[src/rtl/fir_tdf_prog_if.sv]
// Sample, coefficient and result signals of the programmable transposed-form FIR.
// The source side (master) drives samples, flushes and coefficient writes.
// The filter (slave) returns registered results and the sticky saturation flag.
interface fir_tdf_prog_if #(
    parameter int TAPS   = 8,
    parameter int DATA_W = 8,
    parameter int COEF_W = 8,
    parameter int OUT_W  = 16
);
    localparam int AW = (TAPS > 1) ? $clog2(TAPS) : 1;

    logic                     clr;
    logic                     in_valid;
    logic signed [DATA_W-1:0] Xin;
    logic                     coef_we;
    logic [AW-1:0]            coef_addr;
    logic signed [COEF_W-1:0] coef_data;
    logic                     out_valid;
    logic signed [OUT_W-1:0]  Yout;
    logic                     ovf;

    modport master (
        output clr,
        output in_valid,
        output Xin,
        output coef_we,
        output coef_addr,
        output coef_data,
        input  out_valid,
        input  Yout,
        input  ovf
    );

    modport slave (
        input  clr,
        input  in_valid,
        input  Xin,
        input  coef_we,
        input  coef_addr,
        input  coef_data,
        output out_valid,
        output Yout,
        output ovf
    );
endinterface

[src/rtl/fir_tdf_prog.sv]
// Programmable-coefficient transposed-direct-form FIR filter.
// y[n] = sum C[i]*x[n-i], C[0] weights the newest sample.
// Each accepted sample updates the partial-sum chain Q[1..TAPS-1]; the
// final sum is rounded (half up), shifted, saturated and registered.
// Coefficients can be rewritten at run time; a write on the same edge as
// a sample only takes effect from the following edge.
module fir_tdf_prog #(
    parameter int TAPS      = 8,
    parameter int DATA_W    = 8,
    parameter int COEF_W    = 8,
    parameter int OUT_W     = 16,
    parameter int OUT_SHIFT = 0
) (
    input logic           Clk,
    input logic           Rst,
    fir_tdf_prog_if.slave bus
);
    localparam int ACC_W = DATA_W + COEF_W + $clog2(TAPS);
    localparam int AW    = (TAPS > 1) ? $clog2(TAPS) : 1;
    // One guard bit so the rounding bias can never wrap the accumulator.
    localparam int RW    = ACC_W + 1;
    // Wide enough to compare against the output range whichever is larger.
    localparam int EXT_W = RW + OUT_W;

    localparam logic signed [OUT_W-1:0] Y_MAX = {1'b0, {(OUT_W-1){1'b1}}};
    localparam logic signed [OUT_W-1:0] Y_MIN = {1'b1, {(OUT_W-1){1'b0}}};

    logic signed [COEF_W-1:0] coef_reg  [TAPS];
    logic [TAPS-1:0]          coef_hit;
    logic signed [ACC_W-1:0]  prod      [TAPS];
    logic signed [ACC_W-1:0]  q_reg     [1:TAPS-1];
    logic signed [ACC_W-1:0]  q_next    [1:TAPS-1];
    logic signed [ACC_W-1:0]  acc;
    logic signed [RW-1:0]     scaled;
    logic signed [EXT_W-1:0]  scaled_ext;
    logic signed [OUT_W-1:0]  y_next;
    logic                     sat_next;
    logic signed [OUT_W-1:0]  yout_reg;
    logic                     out_valid_reg;
    logic                     ovf_reg;

    // Per-tap write decode and product. Addresses >= TAPS match no tap, so
    // such writes fall away without an explicit range check.
    generate
        for (genvar gi = 0; gi < TAPS; gi++) begin : g_tap
            assign coef_hit[gi] = bus.coef_we && (bus.coef_addr == AW'(gi));
            assign prod[gi]     = ACC_W'(coef_reg[gi]) * ACC_W'(bus.Xin);
        end
    endgenerate

    // Next value of each partial sum: the last stage starts a fresh sum,
    // every other stage adds its product to the stage above it.
    generate
        for (genvar gi = 1; gi < TAPS; gi++) begin : g_q
            if (gi == TAPS - 1) begin : g_last
                assign q_next[gi] = prod[gi];
            end else begin : g_mid
                assign q_next[gi] = q_reg[gi+1] + prod[gi];
            end
        end
    endgenerate

    assign acc = q_reg[1] + prod[0];

    // Round half up before the arithmetic shift; no bias when not shifting.
    generate
        if (OUT_SHIFT > 0) begin : g_round
            localparam logic signed [RW-1:0] RND = {{(RW-1){1'b0}}, 1'b1} << (OUT_SHIFT - 1);
            assign scaled = (RW'(acc) + RND) >>> OUT_SHIFT;
        end else begin : g_noround
            assign scaled = RW'(acc);
        end
    endgenerate

    // Clamp the scaled sum into the signed output range and flag any clamp.
    always_comb begin
        scaled_ext = EXT_W'(scaled);
        y_next     = scaled_ext[OUT_W-1:0];
        sat_next   = 1'b0;
        if (scaled_ext > EXT_W'(Y_MAX)) begin
            y_next   = Y_MAX;
            sat_next = 1'b1;
        end else if (scaled_ext < EXT_W'(Y_MIN)) begin
            y_next   = Y_MIN;
            sat_next = 1'b1;
        end
    end

    // Coefficient bank: written independently of flush, cleared only by reset.
    always_ff @(posedge Clk or posedge Rst) begin
        if (Rst) begin
            for (int i = 0; i < TAPS; i++) begin
                coef_reg[i] <= '0;
            end
        end else begin
            for (int i = 0; i < TAPS; i++) begin
                if (coef_hit[i]) begin
                    coef_reg[i] <= bus.coef_data;
                end
            end
        end
    end

    // Partial-sum chain: advances only on accepted samples, flush wins.
    always_ff @(posedge Clk or posedge Rst) begin
        if (Rst) begin
            for (int i = 1; i < TAPS; i++) begin
                q_reg[i] <= '0;
            end
        end else if (bus.clr) begin
            for (int i = 1; i < TAPS; i++) begin
                q_reg[i] <= '0;
            end
        end else if (bus.in_valid) begin
            for (int i = 1; i < TAPS; i++) begin
                q_reg[i] <= q_next[i];
            end
        end
    end

    // Result register, one-cycle valid pulse and sticky saturation flag.
    always_ff @(posedge Clk or posedge Rst) begin
        if (Rst) begin
            yout_reg      <= '0;
            out_valid_reg <= 1'b0;
            ovf_reg       <= 1'b0;
        end else if (bus.clr) begin
            yout_reg      <= '0;
            out_valid_reg <= 1'b0;
            ovf_reg       <= 1'b0;
        end else begin
            out_valid_reg <= bus.in_valid;
            if (bus.in_valid) begin
                yout_reg <= y_next;
                if (sat_next) begin
                    ovf_reg <= 1'b1;
                end
            end
        end
    end

    assign bus.Yout      = yout_reg;
    assign bus.out_valid = out_valid_reg;
    assign bus.ovf       = ovf_reg;
endmodule

[src/flat_wrapper.sv]
// flat-port wrapper written by rule: the top's interface ports become plain ports
module fir_tdf_prog_flat 
#(
    parameter int TAPS      = 8,
    parameter int DATA_W    = 8,
    parameter int COEF_W    = 8,
    parameter int OUT_W     = 16,
    parameter int OUT_SHIFT = 0
)
  (Clk, Rst, bus_clr, bus_in_valid, bus_Xin, bus_coef_we, bus_coef_addr, bus_coef_data, bus_out_valid, bus_Yout, bus_ovf);
  fir_tdf_prog_if #(.TAPS(TAPS), .DATA_W(DATA_W), .COEF_W(COEF_W), .OUT_W(OUT_W)) bus_i ();
  input logic Clk;
  input logic Rst;
  input wire logic [$bits(bus_i.clr)-1:0] bus_clr;
  input wire logic [$bits(bus_i.in_valid)-1:0] bus_in_valid;
  input wire logic [$bits(bus_i.Xin)-1:0] bus_Xin;
  input wire logic [$bits(bus_i.coef_we)-1:0] bus_coef_we;
  input wire logic [$bits(bus_i.coef_addr)-1:0] bus_coef_addr;
  input wire logic [$bits(bus_i.coef_data)-1:0] bus_coef_data;
  output wire logic [$bits(bus_i.out_valid)-1:0] bus_out_valid;
  output wire logic [$bits(bus_i.Yout)-1:0] bus_Yout;
  output wire logic [$bits(bus_i.ovf)-1:0] bus_ovf;
  assign bus_i.clr = bus_clr;
  assign bus_i.in_valid = bus_in_valid;
  assign bus_i.Xin = bus_Xin;
  assign bus_i.coef_we = bus_coef_we;
  assign bus_i.coef_addr = bus_coef_addr;
  assign bus_i.coef_data = bus_coef_data;
  assign bus_out_valid = bus_i.out_valid;
  assign bus_Yout = bus_i.Yout;
  assign bus_ovf = bus_i.ovf;
  fir_tdf_prog #(.TAPS(TAPS), .DATA_W(DATA_W), .COEF_W(COEF_W), .OUT_W(OUT_W), .OUT_SHIFT(OUT_SHIFT)) u_core (.Clk(Clk), .Rst(Rst), .bus(bus_i));
endmodule
[config.mk]
export PLATFORM = sky130hd
export DESIGN_NAME = fir_tdf_prog_flat
export DESIGN_NICKNAME = d
export VERILOG_FILES = /design/src/rtl/fir_tdf_prog_if.sv /design/src/rtl/fir_tdf_prog.sv /design/src/flat_wrapper.sv
export SDC_FILE = /design/constraint.sdc
export NUM_CORES = 2
export LEC_CHECK = 0
export CAP_MARGIN = 25
export CELL_PAD_IN_SITES_DETAIL_PLACEMENT = 0
export CELL_PAD_IN_SITES_GLOBAL_PLACEMENT = 1
export CORE_AREA = 2 2 257 259
export DETAILED_ROUTE_END_ITERATION = 10
export DIE_AREA = 0 0 259 261
export PLACE_DENSITY = 0.83
export SETUP_SLACK_MARGIN = 0.02
export SYNTH_ARGS = -nofsm -noshare
export SYNTH_HDL_FRONTEND = slang
export SYNTH_SLANG_ARGS = --single-unit
[constraint.sdc]
create_clock -name Clk -period 9.5 [get_ports Clk]
set_input_delay 2.375 -clock Clk [delete_from_list [all_inputs] [get_ports Clk]]
set_output_delay 2.375 -clock Clk [all_outputs]
set_load 0.01 [all_outputs]
==> flow_summary.ini <==
[synth]
ys_ff_latch = 212
synth_largest_type_area_fraction = 0.284
yosysMostFrequentCell = inv_1
synth_seq_area_share = 0.158
synthTopCellsByCount = inv_1, fa_1, ha_1, and2_1, nand2_1
synthCells = 3582
yosys_warnings = 0
netlist_area_um2 = 33500
postSynthAreaPerCell_um2 = 9.35
synth_top_area_cell = fa_1
synth_ff_type = dfrtp_1
async_flop_share = 1.00
synth_nets = 4434
synth_cell_type_count = 77
synthTopCellsByArea = fa_1, dfrtp_1, ha_1, inv_1, and2_1
synth_edf_count = 0

[critical_path]
cp-end-kind = register
cp.required_ps = 9940
critical_path_class = in2reg
start_kind = input pin
r2r_setup_slack_ps = 3110
timing.rr.end = u_core.q_reg[94]$_DFFE_PP0P_
crit_arrival_ps = 8780
crit_fanout = 22
crit_start = bus_Xin[7]
timing.rr.start = u_core.coef_reg[38]$_DFFE_PP0P_
r2r_cells = 24
setup.worst_path.end = u_core.q_reg[94]$_DFFE_PP0P_

[routing]
detail-route-antenna-nets = 0
drt-wirelength-per-cell_um = 18.1
avgViaCountPerCell = 5.40
drt-pass1-iter-count = 5
drc = 0
vias = 24200
drt_iter0_drc = 1305
routed_wl_um = 81000

[placed_design]
portBuffers = 41
dp_hpwl_um = 62600
gp_congestion = 0.881

[floorplanning]
die_area_um2 = 67600
core_um2 = 65000
die_y_um = 261
start_util = 0.515
ios = 42
rows = 94
die_w_um = 259

[grt]
overflow = 0
grt_max_degree = 142
antenna_found_initial = 3
grt_pass1_vias = 24700
grt_pass1_wl_um = 133000
track_usage = 0.250

[layout]
layout-drive-gt1-share = 0.0540
utilization = 0.554
diodes = 0
nets = 4442
largest_register_ffs = 130
synthToLayoutAreaGrowth_pct = 7.50

[clocking]
cts_root_buffer = clkbuf_16
clock_tree.buffer_depth = 3
cts-resized-gates = 0
htreeDepth = 2
cts_inserted_buffers = 34
cts_setup_buffers = 0
cts_tree = yes
clock_sinks = 212
hold_buffers = 0
clk_latency_ps = 550
clk_pin_slew_ps = 60

[status]
status = complete, no violations

[sta]
hold_violations = 0
min_period_ps = 8340
max_freq_mhz = 120
post-route-period-util = 0.877
finalSetupTns_ps = 0
slew_headroom = 0.286
final.setup_skew_ps = 24.9
slew_viol_final = 0
finalSetupViolCount = 0
rsz0062_at_grt = false
tightest_slew_ps = 1040

[min_path]
min_path_type = reg2reg

[job]
maxCapViolCount = 0
[worst min path at each step]
stage                                      to  slack (ps)  depth (start not counted)                           start
2_1_floorplan    u_core.q_reg[29]$_DFFE_PP0P_         460                          1    u_core.q_reg[29]$_DFFE_PP0P_
3_3_place_gp   u_core.bus.Yout[1]$_DFFE_PP0P_         470                          2  u_core.bus.Yout[1]$_DFFE_PP0P_
3_5_place_dp   u_core.bus.Yout[0]$_DFFE_PP0P_         470                          2  u_core.bus.Yout[0]$_DFFE_PP0P_
4_1_cts        u_core.bus.Yout[0]$_DFFE_PP0P_         480                          2  u_core.bus.Yout[0]$_DFFE_PP0P_
5_1_grt          u_core.q_reg[29]$_DFFE_PP0P_         520                          1    u_core.q_reg[29]$_DFFE_PP0P_
6_report       u_core.bus.Yout[0]$_DFFE_PP0P_         480                          2  u_core.bus.Yout[0]$_DFFE_PP0P_
[cell usage in the layout (no fill, tap or decap), drive strengths merged, types with 6 or more instances in the layout]
cell	netlist	layout
o211ai	22	22
a211o	7	7
clkdlybuf4s50	0	31
o21bai	33	33
xor2	46	46
nand3	29	29
a211oi	34	34
nor2b	16	16
a311oi	7	7
o31a	8	8
ha	353	353
dfrtp	212	212
a21o	49	49
buf	8	36
a21oi	110	110
mux2i	60	60
nand2	263	263
nor3	41	41
nand2b	63	63
xnor2	156	156
o21a	24	24
a21boi	6	6
mux2	67	67
a31oi	20	20
nor2	199	199
nor4	7	7
nor3b	7	7
o41ai	8	8
a32o	6	6
inv	633	634
o21ai	117	117
and2	301	301
or3	21	21
fa	475	475
clkinv	1	8
and3	14	14
clkbuf	88	46
[worst max-delay path, stage by stage]
cell and delay, ps:
buf_2 550, clkinv_1 210, buf_4 320, nor2_1 210, fa_1 430, inv_1 70
fa_1 400, inv_1 80, fa_1 420, fa_1 450, ha_1 340, inv_1 70
o21bai_1 70, a21oi_1 230, o21bai_1 90, a21oi_1 250, or4b_2 610, o211ai_1 200
ha_1 360, nand3_1 100, a211oi_1 60, nor2_1 140, a21oi_1 80, or3_1 340
a311oi_1 250
[logic make-up (layout without fill, tap and decap cells)]
kind of cell               after synthesis  in the layout  share of synthesized area
and+or+nand+nor                        983            983                      0.148
buffers and inverters                  730            762                     0.0823
AOI/OAI and AO/OA                      497            497                     0.0999
DFF                                    212            212                      0.158
muxes                                  127            127                     0.0405
xor gates and xnor gates               205            205                     0.0549
adders and majority gates              828            828                      0.416
[stage by stage]
stage	area, um2	setup slack, ps	hold WS [ps]	cells
2_1_floorplan	33500	1330	456	3582
4_1_cts	36000	1240	480	4476
6_report	36000	1160	476	4478
3_3_place_gp	34800	738	466	4415
3_5_place_dp	34800	679	466	4416
5_1_grt	36000	705	516	4478
[layer usage]
metal | vias up | wire (um) | global-route usage
li1 | 11500 | - | -
met1 | 12100 | 36400 | 0.345
met2 | 448 | 38500 | 0.414
met3 | 112 | 3710 | 0.0336
met4 | 0 | 2440 | 0.0715
met5 | - | 0 | 0
[area by class of cell]
type	instances	area, um2
sequential	212	5310
clock buffer	45	953
fill	6005	29000
inverter	634	2390
multi-input combinational	2640	25400
tap	864	1080
timing repair buffer	68	619
clock inverter	15	216
Power is left out: the tool's default activity adds up to more than one toggle a clock period on the data nets, which glitch-free logic cannot reach.
